<file path="src/rtl/team_06_sram_pkg.sv">
// Shared types and helpers for the SRAM audio delay line and its bus initiator.
package team_06_sram_pkg;

    // Phase of an SRAM access: idle, holding a write request, holding a read request.
    typedef enum logic [1:0] {
        IDLE = 2'd0,
        WR   = 2'd1,
        RD   = 2'd2
    } state_e;

    // The responder decodes a 13-bit word address; everything above is driven low.
    localparam int SRAM_AW = 13;

    // One-hot byte-lane enable for a byte offset inside a 32-bit word.
    function automatic logic [3:0] laneSelect(input logic [1:0] lane);
        return 4'b0001 << lane;
    endfunction

    // Extract the byte at a given lane of a 32-bit word.
    function automatic logic [7:0] laneByte(input logic [31:0] word, input logic [1:0] lane);
        return word[8*lane +: 8];
    endfunction

endpackage

</file>
<file path="src/rtl/team_06_sram_initiator.sv">
// Generic single-access handshake engine for the SRAM responder.
// A request is latched, held stable until busy is seen, then released;
// a new request may be accepted in the same cycle the previous one completes.
module team_06_sram_initiator
    import team_06_sram_pkg::*;
(
    input  logic        clk,
    input  logic        nrst,
    input  logic        reqWr_i,
    input  logic        reqRd_i,
    input  logic [31:0] addr_i,
    input  logic [31:0] wdata_i,
    input  logic [3:0]  be_i,
    output logic        done_o,
    output logic [31:0] rdata_o,
    output logic [31:0] sramAddress_o,
    output logic [31:0] sramWriteData_o,
    output logic        sramWriteEn_o,
    output logic        sramReadEn_o,
    output logic [3:0]  sramByteSelect_o,
    input  logic [31:0] sramReadData_i,
    input  logic        sramBusy_i
);

    state_e      state_q, state_d;
    logic [31:0] addr_q, addr_d;
    logic [31:0] wdata_q, wdata_d;
    logic [3:0]  be_q, be_d;
    logic        accept;

    // Request registers: everything the bus sees comes straight from these flops.
    always_ff @(posedge clk or negedge nrst) begin
        if (!nrst) begin
            state_q <= IDLE;
            addr_q  <= '0;
            wdata_q <= '0;
            be_q    <= '0;
        end else begin
            state_q <= state_d;
            addr_q  <= addr_d;
            wdata_q <= wdata_d;
            be_q    <= be_d;
        end
    end

    // Completion is the first sampled busy; only then may a new request be latched.
    always_comb begin
        state_d = state_q;
        addr_d  = addr_q;
        wdata_d = wdata_q;
        be_d    = be_q;
        done_o  = (state_q != IDLE) && sramBusy_i;
        accept  = (state_q == IDLE) || done_o;
        if (accept) begin
            state_d = IDLE;
            if (reqWr_i) begin
                state_d = WR;
                addr_d  = addr_i;
                wdata_d = wdata_i;
                be_d    = be_i;
            end else if (reqRd_i) begin
                state_d = RD;
                addr_d  = addr_i;
                be_d    = be_i;
            end
        end
    end

    assign sramWriteEn_o    = (state_q == WR);
    assign sramReadEn_o     = (state_q == RD);
    assign sramAddress_o    = addr_q;
    assign sramWriteData_o  = wdata_q;
    assign sramByteSelect_o = be_q;
    assign rdata_o          = sramReadData_i;

endmodule

</file>
<file path="src/rtl/team_06_sram_audio_delay.sv">
// Echo/delay line: writes each audio sample into a circular byte buffer in SRAM
// and reads back the byte written delay_samples earlier.
module team_06_sram_audio_delay
    import team_06_sram_pkg::*;
#(
    parameter int BASE_WORD   = 0,
    parameter int DEPTH_WORDS = 1024,
    parameter int PTR_W       = $clog2(DEPTH_WORDS) + 2
) (
    input  logic             clk,
    input  logic             nrst,
    input  logic             enable,
    input  logic [7:0]       sample_in,
    input  logic             sample_valid,
    input  logic [PTR_W-1:0] delay_samples,
    output logic [7:0]       sample_out,
    output logic             out_valid,
    output logic             overflow,
    output logic [31:0]      sram_address,
    output logic [31:0]      sram_write_data,
    output logic             sram_write_en,
    output logic             sram_read_en,
    output logic [3:0]       sram_byte_select,
    input  logic [31:0]      sram_read_data,
    input  logic             sram_busy
);

    state_e           state_q, state_d;
    logic [PTR_W-1:0] wrPtr_q, wrPtr_d;
    logic [PTR_W-1:0] rdPtr_q, rdPtr_d;
    logic             pendValid_q, pendValid_d;
    logic [7:0]       pendData_q, pendData_d;
    logic [7:0]       sampleOut_q, sampleOut_d;
    logic             outValid_q, outValid_d;
    logic             overflow_q, overflow_d;

    logic             reqWr, reqRd, done;
    logic [31:0]      reqAddr, reqWdata, rdata;
    logic [3:0]       reqBe;
    logic [7:0]       wrSample;
    logic [PTR_W-1:0] rdPtrNext;

    // Byte pointer to word address: the low two bits pick the lane, the rest the word.
    function automatic logic [31:0] wordAddress(input logic [PTR_W-1:0] ptr);
        logic [SRAM_AW-1:0] word;
        word = SRAM_AW'(BASE_WORD) + SRAM_AW'(ptr[PTR_W-1:2]);
        return {{(32-SRAM_AW){1'b0}}, word};
    endfunction

    assign rdPtrNext = wrPtr_q - delay_samples;

    team_06_sram_initiator uInitiator (
        .clk              (clk),
        .nrst             (nrst),
        .reqWr_i          (reqWr),
        .reqRd_i          (reqRd),
        .addr_i           (reqAddr),
        .wdata_i          (reqWdata),
        .be_i             (reqBe),
        .done_o           (done),
        .rdata_o          (rdata),
        .sramAddress_o    (sram_address),
        .sramWriteData_o  (sram_write_data),
        .sramWriteEn_o    (sram_write_en),
        .sramReadEn_o     (sram_read_en),
        .sramByteSelect_o (sram_byte_select),
        .sramReadData_i   (sram_read_data),
        .sramBusy_i       (sram_busy)
    );

    // Sequencer state, pointers, pending slot and output registers.
    always_ff @(posedge clk or negedge nrst) begin
        if (!nrst) begin
            state_q     <= IDLE;
            wrPtr_q     <= '0;
            rdPtr_q     <= '0;
            pendValid_q <= 1'b0;
            pendData_q  <= '0;
            sampleOut_q <= '0;
            outValid_q  <= 1'b0;
            overflow_q  <= 1'b0;
        end else begin
            state_q     <= state_d;
            wrPtr_q     <= wrPtr_d;
            rdPtr_q     <= rdPtr_d;
            pendValid_q <= pendValid_d;
            pendData_q  <= pendData_d;
            sampleOut_q <= sampleOut_d;
            outValid_q  <= outValid_d;
            overflow_q  <= overflow_d;
        end
    end

    // Write-then-read per sample; strobes arriving while busy park in the one-deep slot.
    always_comb begin
        state_d     = state_q;
        wrPtr_d     = wrPtr_q;
        rdPtr_d     = rdPtr_q;
        pendValid_d = pendValid_q;
        pendData_d  = pendData_q;
        sampleOut_d = sampleOut_q;
        outValid_d  = 1'b0;
        overflow_d  = overflow_q;
        reqWr       = 1'b0;
        reqRd       = 1'b0;
        reqAddr     = '0;
        reqWdata    = '0;
        reqBe       = '0;
        wrSample    = pendValid_q ? pendData_q : sample_in;

        case (state_q)
            IDLE: begin
                if (enable && (pendValid_q || sample_valid)) begin
                    reqWr       = 1'b1;
                    reqAddr     = wordAddress(wrPtr_q);
                    reqWdata    = {4{wrSample}};
                    reqBe       = laneSelect(wrPtr_q[1:0]);
                    state_d     = WR;
                    pendValid_d = pendValid_q && sample_valid;
                    if (pendValid_q && sample_valid) begin
                        pendData_d = sample_in;
                    end
                end
            end
            WR: begin
                if (done) begin
                    reqRd   = 1'b1;
                    reqAddr = wordAddress(rdPtrNext);
                    reqBe   = 4'hF;
                    rdPtr_d = rdPtrNext;
                    wrPtr_d = wrPtr_q + PTR_W'(1);
                    state_d = RD;
                end
            end
            RD: begin
                if (done) begin
                    sampleOut_d = laneByte(rdata, rdPtr_q[1:0]);
                    outValid_d  = 1'b1;
                    state_d     = IDLE;
                end
            end
            default: state_d = IDLE;
        endcase

        if (enable && sample_valid && (state_q != IDLE)) begin
            if (pendValid_q) begin
                overflow_d = 1'b1;
            end else begin
                pendValid_d = 1'b1;
                pendData_d  = sample_in;
            end
        end

        if (!enable) begin
            pendValid_d = 1'b0;
            overflow_d  = 1'b0;
        end
    end

    assign sample_out = sampleOut_q;
    assign out_valid  = outValid_q;
    assign overflow   = overflow_q;

endmodule

</file>
<file path="config.mk">
export PLATFORM = sky130hd
export DESIGN_NAME = team_06_sram_audio_delay
export DESIGN_NICKNAME = d
export VERILOG_FILES = /design/src/rtl/team_06_sram_pkg.sv /design/src/rtl/team_06_sram_initiator.sv /design/src/rtl/team_06_sram_audio_delay.sv
export SDC_FILE = /design/constraint.sdc
export NUM_CORES = 1
export LEC_CHECK = 0
export ABC_AREA = 0
export ABC_CLOCK_PERIOD_IN_PS = 5500
export CORE_MARGIN = 5
export CORE_UTILIZATION = 39
export CTS_BUF_LIST = sky130_fd_sc_hd__clkbuf_16
export DETAILED_ROUTE_END_ITERATION = 12
export PLACE_DENSITY_LB_ADDON = 0.3
export RECOVER_POWER = 100
export SLEW_MARGIN = 5
export SYNTH_ARGS = -nofsm -noshare
export SYNTH_HDL_FRONTEND = slang
export SYNTH_HIERARCHICAL = 1
export SYNTH_SLANG_ARGS = --single-unit
</file>
<file path="constraint.sdc">
create_clock -name clk -period 5.5 [get_ports clk]
set_input_delay 1.65 -clock clk [delete_from_list [all_inputs] [get_ports clk]]
set_output_delay 1.65 -clock clk [all_outputs]
set_load 0.05 [all_outputs]
</file>
==> metrics <==
Layout area overhead 27.6%; Top delay family on crit path buffers and inverters; diode count 0; worst path bufs/invs 3; routed vias 3,584; crit path time final 4440 ps; Crit. End Element flop; Crit-path slowest cell dlygate4sd3_1; critical path, cell by cell dlygate4sd3_1 > o21ai_0 > or3_1 > inv_1 > o22a_1 > buf_4 > mux2_1; syn_area_per_cell 12.4 sq um; global-route wire length before repair 20,000 um; number of nets still failing antenna checks after routing 0; Post-synth EDFFs 0; violated checks capacitance limit, slew limit; CTS root buf clkbuf_16; worst vdd ir 380 uV; CTS Sinks 105; Remaining Overflow, GRT 0; Hold WC Path Type flop to flop; I/O pins 137; data arrival time of the worst path 4670 ps; row cnt 43; commonest register cell after synthesis dfrtp_1; post-synthesis sequential area ratio 48.0%; GRT Util Overall 15.3%; clock buffer depth 2; die area 0.0165 sq mm; DR DRC count 0; Critical Path RT 5730 ps; cts-stage hold buffer count 0; worst slew pin tran 2020 ps; initial antenna violation count 0; Async SR Flop Fraction 100%; fin crit share 80.8%; DIE WIDTH 129 um; Die Span Y 129 um; vias per cell 4.79; pwr dens 587 mW/mm^2; Final Hold Fails 0; cts repair resizes 0; CTS tree built; Yosys cell types 54; maximum fanout along the worst path 26; Place WS 790 ps; Placed Area 0.00681 sq mm; Final GP Congestion 0.835; fmax 0.225 GHz; CP Class input port to flop; Starting DRT DRC Count 124; Fin Setup TNS 0 ps; mapped cell area 0.00548 sq mm; slack of the critical path 1060 ps; post-detail-place hpwl 8930 um; final instance area 0.00699 sq mm; layout cells sized above 1 12.1%; Leakage 3.36 nW; Synth top area share 48.0%; setup bufs post-CTS 0; final WL 12,000 um; worst clock skew 9.98 ps; biggest area consumer among synthesized cells dfrtp_1; 1st-pass router iterations 5; htree depth 3; yosys warns 6; worst rel slew slack -34.5%; CTS Buf Count 9; area of the multi-input gates 0.00239 sq mm; Slew Limit Fails 82; type of origin of the critical path input port; post-synthesis cell count 443; flops & latches, synth 105; Max-cap violations 1; RSZ-0062 raised after global routing no; count leader, synth dfrtp_1; core area 0.0138 sq mm; list of most frequent post-synthesis cells dfrtp_1 (105), nand2_1 (36), buf_4 (32); vias in the first global route 3,914; nets@finish 637; Setup Viol. Count Final 0; Worst-path clk slew 70 ps; register area 0.00263 sq mm; synth top area cells dfrtp_1 (48%), mux2_4 (8.2%), mux2_2 (6.4%), mux2_1 (4.7%), buf_4 (4.4%); largest net degree at the start of global routing 82; status finished, violations left; Initial Util 39.6%; Port Buf Inserts 136; # fillers 1,241; clk_lat worst skew 350 ps; WL per Instance 16.0 um; CP max stage delay 570 ps
cell families (layout without fill, tap and decap cells):
| kind of cell | after synthesis | count (layout) | synth area share, % |
|---|---|---|---|
| compound gates | 44 | 44 | 5.41 |
| xor+xnor | 18 | 18 | 2.88 |
| fa+ha+maj | 16 | 16 | 3.79 |
| buf+inv | 69 | 174 | 7.68 |
| flops | 105 | 105 | 48.0 |
| mux | 101 | 101 | 24.3 |
| other cells | 1 | 22 | 0.0685 |
| simple gates | 89 | 89 | 7.93 |
layout by cell type, fill, tap and decap left out, types with 8 or more instances in the layout:
cell / instances
nand2_1: 36
mux4_2: 8
mux2_2: 31
dlygate4sd3_1: 82
nor2_1: 20
clkdlybuf4s50_1: 53
clkbuf_16: 9
o21ai_0: 17
mux2_1: 51
mux2i_1: 9
conb_1: 22
inv_1: 19
dfrtp_1: 105
xnor2_1: 15
ha_1: 15
sequential cells by signal, summed over array words and instances, names as in the netlist:
| name | flops |
|---|---|
| out_valid | 1 |
| overflow | 1 |
| pendData_q | 8 |
| pendValid_q | 1 |
| rdPtr_q | 2 |
| sample_out | 8 |
| state_q | 2 |
| uInitiator/sramAddress_o | 32 |
| uInitiator/sramByteSelect_o | 4 |
| uInitiator/sramWriteData_o | 32 |
| uInitiator/state_q | 2 |
| wrPtr_q | 12 |
cell type report:
class,count,share of cell area [%]
Timing Repair Buffer,139,19.7
Clock inverter,7,1.06
Sequential cell,105,37.6
Inverter,19,1.02
Multi-Input combinational cell,290,34.2
Clock buffer,9,3.22
Tap cell,180,3.22
per-stage QoR:
stage / instances / utilization, % / power [mW] / hold slack (ps)
6_report: 749 / 50.5 / 4.10 / 485
5_1_grt: 749 / 50.5 / 4.35 / 509
4_1_cts: 749 / 51.4 / 4.38 / 497
3_5_place_dp: 733 / 49.3 / 3.71 / 480
3_3_place_gp: 733 / 49.3 / 3.66 / 477
2_1_floorplan: 464 / - / 2.97 / 480
layer usage:
metal | routed length, um | track usage, % | up-vias
met5 | 0 | 0 | -
li1 | - | - | 1717
met4 | 204 | 5.62 | 0
met3 | 782 | 4.07 | 14
met2 | 5850 | 26.1 | 96
met1 | 5160 | 18.8 | 1757
where the power goes:
group	internal (mW)	switching, mW
Combinational	0.760	1.38
Clock	0.358	0.297
Sequential	1.09	0.222
final timing paths:
path | start | end | slack [ps] | depth (start not counted)
max in group asynchronous | nrst | uInitiator/sramAddress_o[11]$_DFFE_PN0P_ | 1600 | 2
worst min register to register | uInitiator/sramWriteData_o[20]$_DFFE_PN0P_ | uInitiator/sramWriteData_o[20]$_DFFE_PN0P_ | 480 | 1
worst max register to register | pendValid_q$_DFF_PN0_ | uInitiator/sramAddress_o[13]$_DFFE_PN0P_ | 2200 | 6
worst min-delay path | uInitiator/sramWriteData_o[20]$_DFFE_PN0P_ | uInitiator/sramWriteData_o[20]$_DFFE_PN0P_ | 480 | 1
min in group asynchronous | nrst | uInitiator/sramAddress_o[30]$_DFFE_PN0P_ | 1840 | 1
worst max-delay path | sample_valid | uInitiator/sramAddress_o[13]$_DFFE_PN0P_ | 1060 | 7
No activity file was read; power rests on OpenSTA's default activity.
